==> src/rtl/soft_switch_ctrl.sv <==
// soft_switch_ctrl: memory-mapped I/O soft switches for $C000-$C07F.
// Provides keyboard latch/strobe, video mode switches, annunciators,
// speaker toggle, pushbutton reads and optional paddle timers.
// Optional feature macro: SOFT_SWITCH_PADDLE_EN (builds the paddle timers).

`ifdef SOFT_SWITCH_PADDLE_EN
// One paddle countdown timer: loaded on trigger, counts cpu_en ticks to zero.
module soft_switch_pdl_timer #(
    parameter int unsigned CNT_W = 12
) (
    input  logic             Clk,
    input  logic             Reset_n,
    input  logic             i_tick,
    input  logic             i_load,
    input  logic [CNT_W-1:0] i_load_val,
    output logic             o_busy
);

    typedef enum logic {
        PDL_IDLE  = 1'b0,
        PDL_COUNT = 1'b1
    } pdl_state_e;

    pdl_state_e       r_state;
    pdl_state_e       w_state_nxt;
    logic [CNT_W-1:0] r_cnt;
    logic [CNT_W-1:0] w_cnt_nxt;

    // State and counter registers
    always_ff @(posedge Clk or negedge Reset_n) begin
        if (!Reset_n) begin
            r_state <= PDL_IDLE;
            r_cnt   <= '0;
        end else begin
            r_state <= w_state_nxt;
            r_cnt   <= w_cnt_nxt;
        end
    end

    // Next state: a trigger always reloads (retrigger included); a zero load idles
    always_comb begin
        w_state_nxt = r_state;
        w_cnt_nxt   = r_cnt;
        case (r_state)
            PDL_IDLE: begin
                if (i_load && (i_load_val != '0)) begin
                    w_state_nxt = PDL_COUNT;
                    w_cnt_nxt   = i_load_val;
                end
            end
            PDL_COUNT: begin
                if (i_load) begin
                    w_cnt_nxt = i_load_val;
                    if (i_load_val == '0) begin
                        w_state_nxt = PDL_IDLE;
                    end
                end else if (i_tick) begin
                    w_cnt_nxt = r_cnt - CNT_W'(1);
                    if (r_cnt == CNT_W'(1)) begin
                        w_state_nxt = PDL_IDLE;
                    end
                end
            end
            default: begin
                w_state_nxt = PDL_IDLE;
                w_cnt_nxt   = '0;
            end
        endcase
    end

    assign o_busy = (r_state == PDL_COUNT);

endmodule
`endif

module soft_switch_ctrl #(
    parameter int unsigned PDL_SCALE = 11
) (
    input  logic        Clk,
    input  logic        Reset_n,
    input  logic        cpu_en,
    input  logic [15:0] addr,
    input  logic        rw,
    input  logic [6:0]  key_code,
    input  logic        key_valid,
    input  logic [7:0]  paddle0,
    input  logic [7:0]  paddle1,
    input  logic [1:0]  button,
    output logic [7:0]  dout,
    output logic        dout_oe,
    output logic        text_mode,
    output logic        mixed_mode,
    output logic        page2,
    output logic        hires,
    output logic [3:0]  annunciator,
    output logic        speaker,
    output logic        kbd_strobe
);

    logic       w_dec;
    logic [2:0] w_page;
    logic [3:0] w_low;
    logic       w_sw_acc;
    logic       w_ann_acc;
    logic       w_spk_acc;
    logic       w_clr_acc;
    logic       w_busy0;
    logic       w_busy1;

    logic       r_text;
    logic       r_mixed;
    logic       r_page2;
    logic       r_hires;
    logic [3:0] r_ann;
    logic       r_spk;
    logic       r_strobe;
    logic [6:0] r_key;

    assign w_dec     = cpu_en && (addr[15:7] == 9'b1100_0000_0);
    assign w_page    = addr[6:4];
    assign w_low     = addr[3:0];
    assign w_sw_acc  = w_dec && (w_page == 3'd5) && !w_low[3];
    assign w_ann_acc = w_dec && (w_page == 3'd5) &&  w_low[3];
    assign w_spk_acc = w_dec && (w_page == 3'd3);
    assign w_clr_acc = w_dec && (w_page == 3'd1);

    // Soft switches, annunciators, speaker and keyboard latch
    always_ff @(posedge Clk or negedge Reset_n) begin
        if (!Reset_n) begin
            r_text   <= 1'b1;
            r_mixed  <= 1'b0;
            r_page2  <= 1'b0;
            r_hires  <= 1'b0;
            r_ann    <= 4'h0;
            r_spk    <= 1'b0;
            r_strobe <= 1'b0;
            r_key    <= 7'h00;
        end else begin
            if (w_sw_acc) begin
                case (w_low[2:1])
                    2'd0:    r_text  <= w_low[0];
                    2'd1:    r_mixed <= w_low[0];
                    2'd2:    r_page2 <= w_low[0];
                    default: r_hires <= w_low[0];
                endcase
            end
            if (w_ann_acc) begin
                r_ann[w_low[2:1]] <= w_low[0];
            end
            if (w_spk_acc) begin
                r_spk <= ~r_spk;
            end
            // A new key wins over a coincident strobe clear
            if (key_valid) begin
                r_strobe <= 1'b1;
                r_key    <= key_code;
            end else if (w_clr_acc) begin
                r_strobe <= 1'b0;
            end
        end
    end

`ifdef SOFT_SWITCH_PADDLE_EN
    localparam int unsigned CNT_W = 12;

    logic             w_pdl_acc;
    logic [CNT_W-1:0] w_load0;
    logic [CNT_W-1:0] w_load1;

    assign w_pdl_acc = w_dec && (w_page == 3'd7);
    assign w_load0   = CNT_W'(paddle0) * CNT_W'(PDL_SCALE);
    assign w_load1   = CNT_W'(paddle1) * CNT_W'(PDL_SCALE);

    soft_switch_pdl_timer #(.CNT_W(CNT_W)) u_pdl0 (
        .Clk        (Clk),
        .Reset_n    (Reset_n),
        .i_tick     (cpu_en),
        .i_load     (w_pdl_acc),
        .i_load_val (w_load0),
        .o_busy     (w_busy0)
    );

    soft_switch_pdl_timer #(.CNT_W(CNT_W)) u_pdl1 (
        .Clk        (Clk),
        .Reset_n    (Reset_n),
        .i_tick     (cpu_en),
        .i_load     (w_pdl_acc),
        .i_load_val (w_load1),
        .o_busy     (w_busy1)
    );
`else
    logic w_unused_pdl;

    assign w_busy0      = 1'b0;
    assign w_busy1      = 1'b0;
    assign w_unused_pdl = ^{paddle0, paddle1};
`endif

    // Combinational read mux; reflects state before the ending edge
    always_comb begin
        dout    = 8'h00;
        dout_oe = 1'b0;
        if (w_dec && rw) begin
            case (w_page)
                3'd0, 3'd1: begin
                    dout    = {r_strobe, r_key};
                    dout_oe = 1'b1;
                end
                3'd6: begin
                    case (w_low)
                        4'h1: begin
                            dout    = {button[0], 7'b0};
                            dout_oe = 1'b1;
                        end
                        4'h2: begin
                            dout    = {button[1], 7'b0};
                            dout_oe = 1'b1;
                        end
                        4'h4: begin
                            dout    = {w_busy0, 7'b0};
                            dout_oe = 1'b1;
                        end
                        4'h5: begin
                            dout    = {w_busy1, 7'b0};
                            dout_oe = 1'b1;
                        end
                        default: begin
                            dout    = 8'h00;
                            dout_oe = 1'b0;
                        end
                    endcase
                end
                default: begin
                    dout    = 8'h00;
                    dout_oe = 1'b0;
                end
            endcase
        end
    end

    assign text_mode   = r_text;
    assign mixed_mode  = r_mixed;
    assign page2       = r_page2;
    assign hires       = r_hires;
    assign annunciator = r_ann;
    assign speaker     = r_spk;
    assign kbd_strobe  = r_strobe;

endmodule

==> config.mk <==
export PLATFORM = sky130hd
export DESIGN_NAME = soft_switch_ctrl
export DESIGN_NICKNAME = d
export VERILOG_FILES = /design/src/rtl/soft_switch_ctrl.sv
export SDC_FILE = /design/constraint.sdc
export NUM_CORES = 1
export LEC_CHECK = 0
export BUFFER_PORTS_ARGS = -buffer_cell sky130_fd_sc_hd__buf_2
export CORE_ASPECT_RATIO = 0.6
export CORE_UTILIZATION = 36
export DETAILED_ROUTE_END_ITERATION = 16
export GPL_TIMING_DRIVEN = 0
export PLACE_DENSITY_LB_ADDON = 0.12
export REMOVE_ABC_BUFFERS = 1
export SLEW_MARGIN = 5
export SYNTH_ARGS = -nofsm -noshare
export SYNTH_HDL_FRONTEND = slang
export SYNTH_HIERARCHICAL = 1
export SYNTH_SLANG_ARGS = --single-unit
==> constraint.sdc <==
create_clock -name Clk -period 2.3 [get_ports Clk]
set_clock_uncertainty 0.15 [all_clocks]
set_input_delay 0.69 -clock Clk [delete_from_list [all_inputs] [get_ports Clk]]
set_output_delay 0.69 -clock Clk [all_outputs]
set_load 0.02 [all_outputs]
==> impl_metrics.json, run 1 <==
{
  "status": "finished, violations left",
  "violations": "negative setup slack",
  "slew_headroom": 0.746,
  "synth.distinct_cells": 27,
  "vias": 776,
  "syn2layout_area_growth_pct": 50.7,
  "grt_pass1_vias": 727,
  "drive_gt1_frac": 0.644,
  "drv_cap": 0,
  "max_freq_ghz": 0.384,
  "clk_pin_slew_worst_paths_ps": 70,
  "power_frac_comb": 0.133,
  "fin_crit_ps": 2610,
  "grt_max_degree": 18,
  "cts_buffers": 3,
  "synth_top_area_frac": 0.441,
  "final_cell_area_um2": 1370,
  "crit_buf_inv": 2,
  "syn_area_um2": 908,
  "worstPathMaxFanout": 7,
  "seqPwrFrac": 0.507,
  "drtAntennaViolNets": 0,
  "gr-usage-all-layers": 0.167,
  "max-clock-path-buffers": 2,
  "rrSetupSlack_ps": 1380,
  "finalWorstSetupSlack_ps": -307,
  "core_area_um2": 2280,
  "num-nets-final": 179,
  "antenna_found_initial": 0,
  "r2r-start": "annunciator[0]$_DFFE_PN0P_",
  "p_sw_frac": 0.239,
  "wl_um": 2120,
  "detail_route.wl_per_cell_um": 13.1,
  "detail_route.vias_per_cell": 4.79,
  "rr_worst_depth": 1,
  "yosysTopAreaCell": "dfrtp_1",
  "p_total_w": 0.000628,
  "hold_viol": 0,
  "overflow": 0,
  "worst_ep_arrival_time_ps": 1770,
  "cp_top_family": "simple AND/OR/NAND/NOR gates",
  "start_util": 0.399,
  "finalSetupViolCount": 9,
  "path_cells": "buf_6 > nor4_4 > and3_4 > and3_4 > and2_4 > buf_6",
  "slew_violations": 0,
  "peakVddDrop_mv": 0.423,
  "power_switching_w": 0.000150,
  "portBuffers": 48,
  "root_buffer": "clkbuf_8",
  "drt_iter0_drc": 33,
  "worstPathRequired_ps": 1460,
  "die_w_um": 66.9,
  "startpoint_type": "input pin",
  "grt_pass1_wl_um": 3140,
  "slowest_stage": "nor4_4",
  "finalSetupTns_ps": -2590,
  "num-fill-cells": 203,
  "slowest_delay_ps": 280,
  "p_int_w": 0.000478,
  "hpwl_um": 1580,
  "placedInstanceArea_um2": 1170,
  "cts.htree.levels": 1,
  "dieHeight_um": 40.9,
  "rows": 13,
  "synthCells": 79,
  "min_period_over_period": 1.13,
  "ys_seq_area_frac": 0.470,
  "clkPwrFrac": 0.360,
  "power.leakage_nw": 0.667,
  "ys_warn_count": 6,
  "rsz0062_at_grt": "true",
  "r2r-end": "annunciator[0]$_DFFE_PN0P_",
  "worst_pin_slew_ps": 381,
  "ios": 65,
  "first_pass_iters": 4,
  "place_congestion": 0.731,
  "design.die.area_um2": 2730,
  "hold_path.class": "in2async",
  "end_kind": "primary output",
  "p_per_area_nw_per_um2": 458,
  "worstSkewPairLatency_ps": 250,
  "syn_area_per_cell_um2": 11.5,
  "cts_tree": "done",
  "antennaDiodeCount": 0,
  "holdWs_ps": 195,
  "drc": 0,
  "cts.sinks": 17,
  "crit_type": "in2out",
  "ys_ff_latch": 17,
  "synthTopCellsByArea": "dfrtp_1 (44%), mux2_2 (16%), and2_1 (5.5%)"
}
==> power groups by stage <==
stage	combinational [W]	clock, W	sequential (W)
floorplan	0.0000292	0	0.000321
global placement	0.0000733	0	0.000322
detailed placement	0.0000761	0	0.000323
CTS	0.0000824	0.000236	0.000318
global route	0.0000920	0.000253	0.000320
finish	0.0000836	0.000226	0.000318
==> what timing repair did <==
item / 4_1_cts / 5_1_grt
setup buffers: 3 / 1
setup endpoints to repair: 9 / 9
gates resized for setup: 31 / 3
pin swaps: 12 / 4
hold buffers: 0 / 0
==> layer usage <==
layer | global-route usage | part of all wire | vias up
li1 | - | - | 390
met1 | 0.213 | 0.46 | 351
met2 | 0.265 | 0.43 | 33
met3 | 0.0667 | 0.099 | 2
met4 | 0.0479 | 0.0052 | 0
met5 | 0 | 0 | -
==> stage by stage <==
step	std cells	utilization	worst slack [ps]
CTS	161	0.592	-310
floorplan	76	-	-236
global placement	154	0.516	-519
finish	162	0.601	-307
global route	162	0.601	-384
detailed placement	154	0.516	-528
==> flip-flops by register name (all words and copies together), names as in the netlist <==
signal       cells
hires            1
r_key            7
annunciator      4
mixed_mode       1
text_mode        1
kbd_strobe       1
speaker          1
page2            1
==> kinds of logic (layout without fill, tap and decap cells) <==
group | after synthesis | after routing | share of synthesized area
AOI/OAI and AO/OA | 4 | 4 | 0.0289
xor gates and xnor gates | 2 | 2 | 0.0193
buffers and inverters | 4 | 57 | 0.0165
DFF | 17 | 17 | 0.470
muxes | 15 | 15 | 0.186
and+or+nand+nor | 37 | 37 | 0.280
==> cell usage after synthesis <==
master and count:
and3_2 1, inv_1 1, and2_1 8, nor4_1 2
nor3_1 7, nand3_1 1, o21ai_0 1, dfrtp_1 16
mux2_1 2, nand3b_1 2, xnor2_1 1, mux2_2 13
nand2_1 5, nor3b_1 1, a21oi_1 1, dfstp_2 1
nand2b_1 1, or3b_2 1, xor2_1 1, a21o_1 1
nor4_4 1, a32oi_1 1, and3_1 1, clkbuf_1 3
nor2_1 4, nor4b_4 1, nand4_4 1
==> worst max path at each step <==
stage	start	endpoint	slack (ps)	cells past startpoint
final	addr[8]	dout[1]	-310	6
after detailed placement	addr[8]	dout[4]	-530	6
after global placement	addr[12]	dout[1]	-520	6
after floorplan	addr[8]	dout[0]	-240	4
after CTS	addr[9]	dout[4]	-310	6
after global routing	addr[8]	dout[1]	-380	6
==> cells in the final DEF (no fill, tap or decap), drive strengths merged <==
cell type and instances:
clkinvlp 1, nor3 7, or3b 1, nand3b 2, nor2 4, clkbuf 3, nand2 5, buf 52
a21oi 1, nand2b 1, nand3 1, dfstp 1, and3 2, nor3b 1, xnor2 1, mux2 15
and2 8, nand4 1, dfrtp 16, nor4b 1, a21o 1, nor4 3, inv 1, a32oi 1
o21ai 1, xor2 1
==> layout make-up <==
type / instances / area, um^2 / area share
clock buffer: 3 / 41.3 / 0.0302
sequential: 17 / 427 / 0.312
multi-input combinational: 58 / 498 / 0.364
timing repair buffer: 52 / 354 / 0.259
clock inverter: 1 / 7.51 / 0.00548
inverter: 1 / 3.75 / 0.00274
tap: 30 / 37.5 / 0.0274
Note: power is estimated with default switching activity, not from simulation.
==> run 2: changes to the inputs <==
- ABC_AREA: unset -> 1
- CORE_UTILIZATION: 36 -> 39
==> run 2 against run 1 <==
Net effect: total power increased by 3.6%; first-iteration DRC count increased by 39%; largest power group unchanged; the run still ends with negative setup slack left; area after synthesis increased by 20%; largest cell class unchanged.
==> impl_metrics.json, run 2 <==
{
  "gr-usage-all-layers": 0.184,
  "clkPwrFrac": 0.346,
  "peakVddDrop_mv": 0.281,
  "power.leakage_nw": 0.810,
  "power_switching_w": 0.000174,
  "p_per_area_nw_per_um2": 408,
  "seqPwrFrac": 0.481,
  "start_util": 0.425,
  "worstPathMaxFanout": 4,
  "yosysMostFrequentCell": "nand2_1",
  "hpwl_um": 1890,
  "yosysTopAreaCell": "dfrtp_1",
  "cts_buffers": 3,
  "worstPathRequired_ps": 1460,
  "synthArstFlopShare": 1.00,
  "largest_reg_flops": 7,
  "syn_area_um2": 1090,
  "num-fill-cells": 239,
  "hold_path.class": "in2async",
  "drc": 0,
  "drt_iter0_drc": 46,
  "seq_area_um2": 427,
  "end_kind": "primary output",
  "place_congestion": 0.746,
  "vias": 1083,
  "regMostFlops": "r_key",
  "startpoint_type": "input pin",
  "grt_pass1_wl_um": 4300,
  "portBuffers": 48,
  "rsz0062_at_grt": "true",
  "cts_tree": "done",
  "ys_warn_count": 6,
  "hold_viol": 0,
  "detail_route.vias_per_cell": 4.75,
  "drive_gt1_frac": 0.480,
  "cts.htree.levels": 1,
  "final_cells": 228,
  "synth.distinct_cells": 26,
  "root_buffer": "clkbuf_8",
  "max_freq_ghz": 0.404,
  "ios": 65,
  "grt_pass1_vias": 951,
  "finalSetupViolCount": 9,
  "dieHeight_um": 43.0,
  "p_int_w": 0.000476,
  "final_cell_mix": "buf_2 (33), nand2_1 (31), inv_1 (23)",
  "synth_edf_count": 0,
  "worst_ep_arrival_time_ps": 1630,
  "slew_headroom": 0.733,
  "dp_cells": 217,
  "slowest_stage": "nor2_4",
  "antennaDiodeCount": 0,
  "detail_route.wl_per_cell_um": 11.7,
  "drv_cap": 0,
  "slowest_delay_ps": 250,
  "worst_pin_slew_ps": 400,
  "layout_commonest_cell": "buf_2",
  "cts.sinks": 17,
  "synth_top_area_frac": 0.366,
  "core_area_um2": 2570,
  "power_frac_comb": 0.172,
  "rows": 14,
  "finalWorstSetupSlack_ps": -174,
  "num-nets-final": 243,
  "clk_pin_slew_worst_paths_ps": 70,
  "violations": "negative setup slack",
  "die_w_um": 70.4,
  "antenna_found_initial": 0,
  "slew_violations": 0,
  "grt_max_degree": 18,
  "worstSkewPairLatency_ps": 250,
  "synth_common_cells": "nand2_1 (32), inv_1 (25), dfrtp_1 (16)",
  "min_period_over_period": 1.08,
  "synthCells": 140,
  "holdWs_ps": 206,
  "overflow": 0,
  "status": "finished, violations left",
  "syn2layout_area_growth_pct": 45.7,
  "p_sw_frac": 0.268,
  "multi_input_area_um2": 598,
  "drtAntennaViolNets": 0,
  "path_cells": "buf_6 > nor2_4 > nand3_2 > nor2_4 > nand2_4 > a21oi_2 > buf_6",
  "ys_ff_latch": 17,
  "crit_type": "in2out",
  "yosys_most_used_dff": "dfrtp_1",
  "ys_seq_area_frac": 0.390,
  "fin_crit_ps": 2470,
  "max-clock-path-buffers": 2,
  "p_total_w": 0.000650,
  "syn_area_per_cell_um2": 7.81,
  "design.die.area_um2": 3030,
  "first_pass_iters": 4,
  "rr_worst_depth": 3,
  "wl_um": 2680,
  "synthTopCellsByArea": "dfrtp_1 (37%), nand2_1 (11%), inv_1 (8.6%)"
}
[run 2: cell count changes in the layout (fill, tap and decap cells not counted), moves of 5 or more]
cell	previous run	this run
buf_4	5	10
o21ai_0	1	7
and2_4	7	0
nand4_1	0	11
mux2_2	13	0
nor3_1	7	1
nor2_4	0	8
nand2_1	4	31
inv_2	0	7
inv_1	1	23
[run 2: cell type report]
| class | count | share of cell area |
|---|---|---|
| clock buffers | 4 | 0.0283 |
| inverters | 31 | 0.0746 |
| repair buffers | 54 | 0.229 |
| flip-flops and latches | 17 | 0.268 |
| multi-input cells | 90 | 0.375 |
| well taps | 32 | 0.0251 |
[run 2: cell families (layout without fill, tap and decap cells)]
| family | Yosys count | after routing | share of synthesized area |
|---|---|---|---|
| xor+xnor | 1 | 1 | 0.00801 |
| simple gates | 75 | 76 | 0.404 |
| flops | 17 | 17 | 0.390 |
| compound gates | 13 | 13 | 0.0675 |
| buf+inv | 34 | 89 | 0.130 |
[run 2: final timing paths]
kind,slack (ps),startpoint,end
worst max-delay path,-170,addr[7],dout[7]
worst min-delay path,210,Reset_n,mixed_mode$_DFFE_PN0P_
worst max register to register,1440,page2$_DFFE_PN0P_,page2$_DFFE_PN0P_
worst min register to register,320,speaker$_DFFE_PN0P_,speaker$_DFFE_PN0P_
max in group asynchronous,1480,Reset_n,text_mode$_DFFE_PN1P_
min in group Clk,320,speaker$_DFFE_PN0P_,speaker$_DFFE_PN0P_
[run 2: repair_timing]
action / 4_1_cts / 5_1_grt
setup endpoints to repair: 9 / 9
gates cloned: 1 / 0
setup buffers: 2 / 4
hold buffers: 0 / 0
resized for setup: 20 / 18
pin swaps: 7 / 4
hold endpoints to repair: 0 / 0
[run 2: stage by stage]
step / setup slack [ps] / TNS [ps] / area [um^2] / utilization
6_report: -174 / -1520 / 1590 / 0.619
5_1_grt: -252 / -2180 / 1590 / 0.619
4_1_cts: -176 / -1500 / 1490 / 0.580
3_5_place_dp: -375 / -3200 / 1350 / 0.523
3_3_place_gp: -345 / -2950 / 1350 / 0.523
2_1_floorplan: -197 / -1160 / 1070 / -
[run 2: critical path: cells and delay by family]
kind / cells / cell delay, ps
simple gates: 4 / 550
buf+inv: 2 / 230
compound gates: 1 / 150
[run 2: power by group through the flow]
stage	Combinational [W]	Sequential [W]	Clock (W)
floorplan	0.0000405	0.000318	0
global placement	0.0000871	0.000318	0
detailed placement	0.0000901	0.000319	0
CTS	0.000100	0.000313	0.000235
global route	0.000124	0.000313	0.000247
finish	0.000112	0.000313	0.000225
[run 2: per-layer routing]
metal | vias up | track usage | wire [um] | share of wire
met5 | - | 0 | 0 | 0
met2 | 29 | 0.284 | 1110 | 0.42
met4 | 0 | 0.0240 | 10 | 0.0037
met3 | 2 | 0.0570 | 163 | 0.061
met1 | 494 | 0.261 | 1390 | 0.52
li1 | 558 | - | - | -
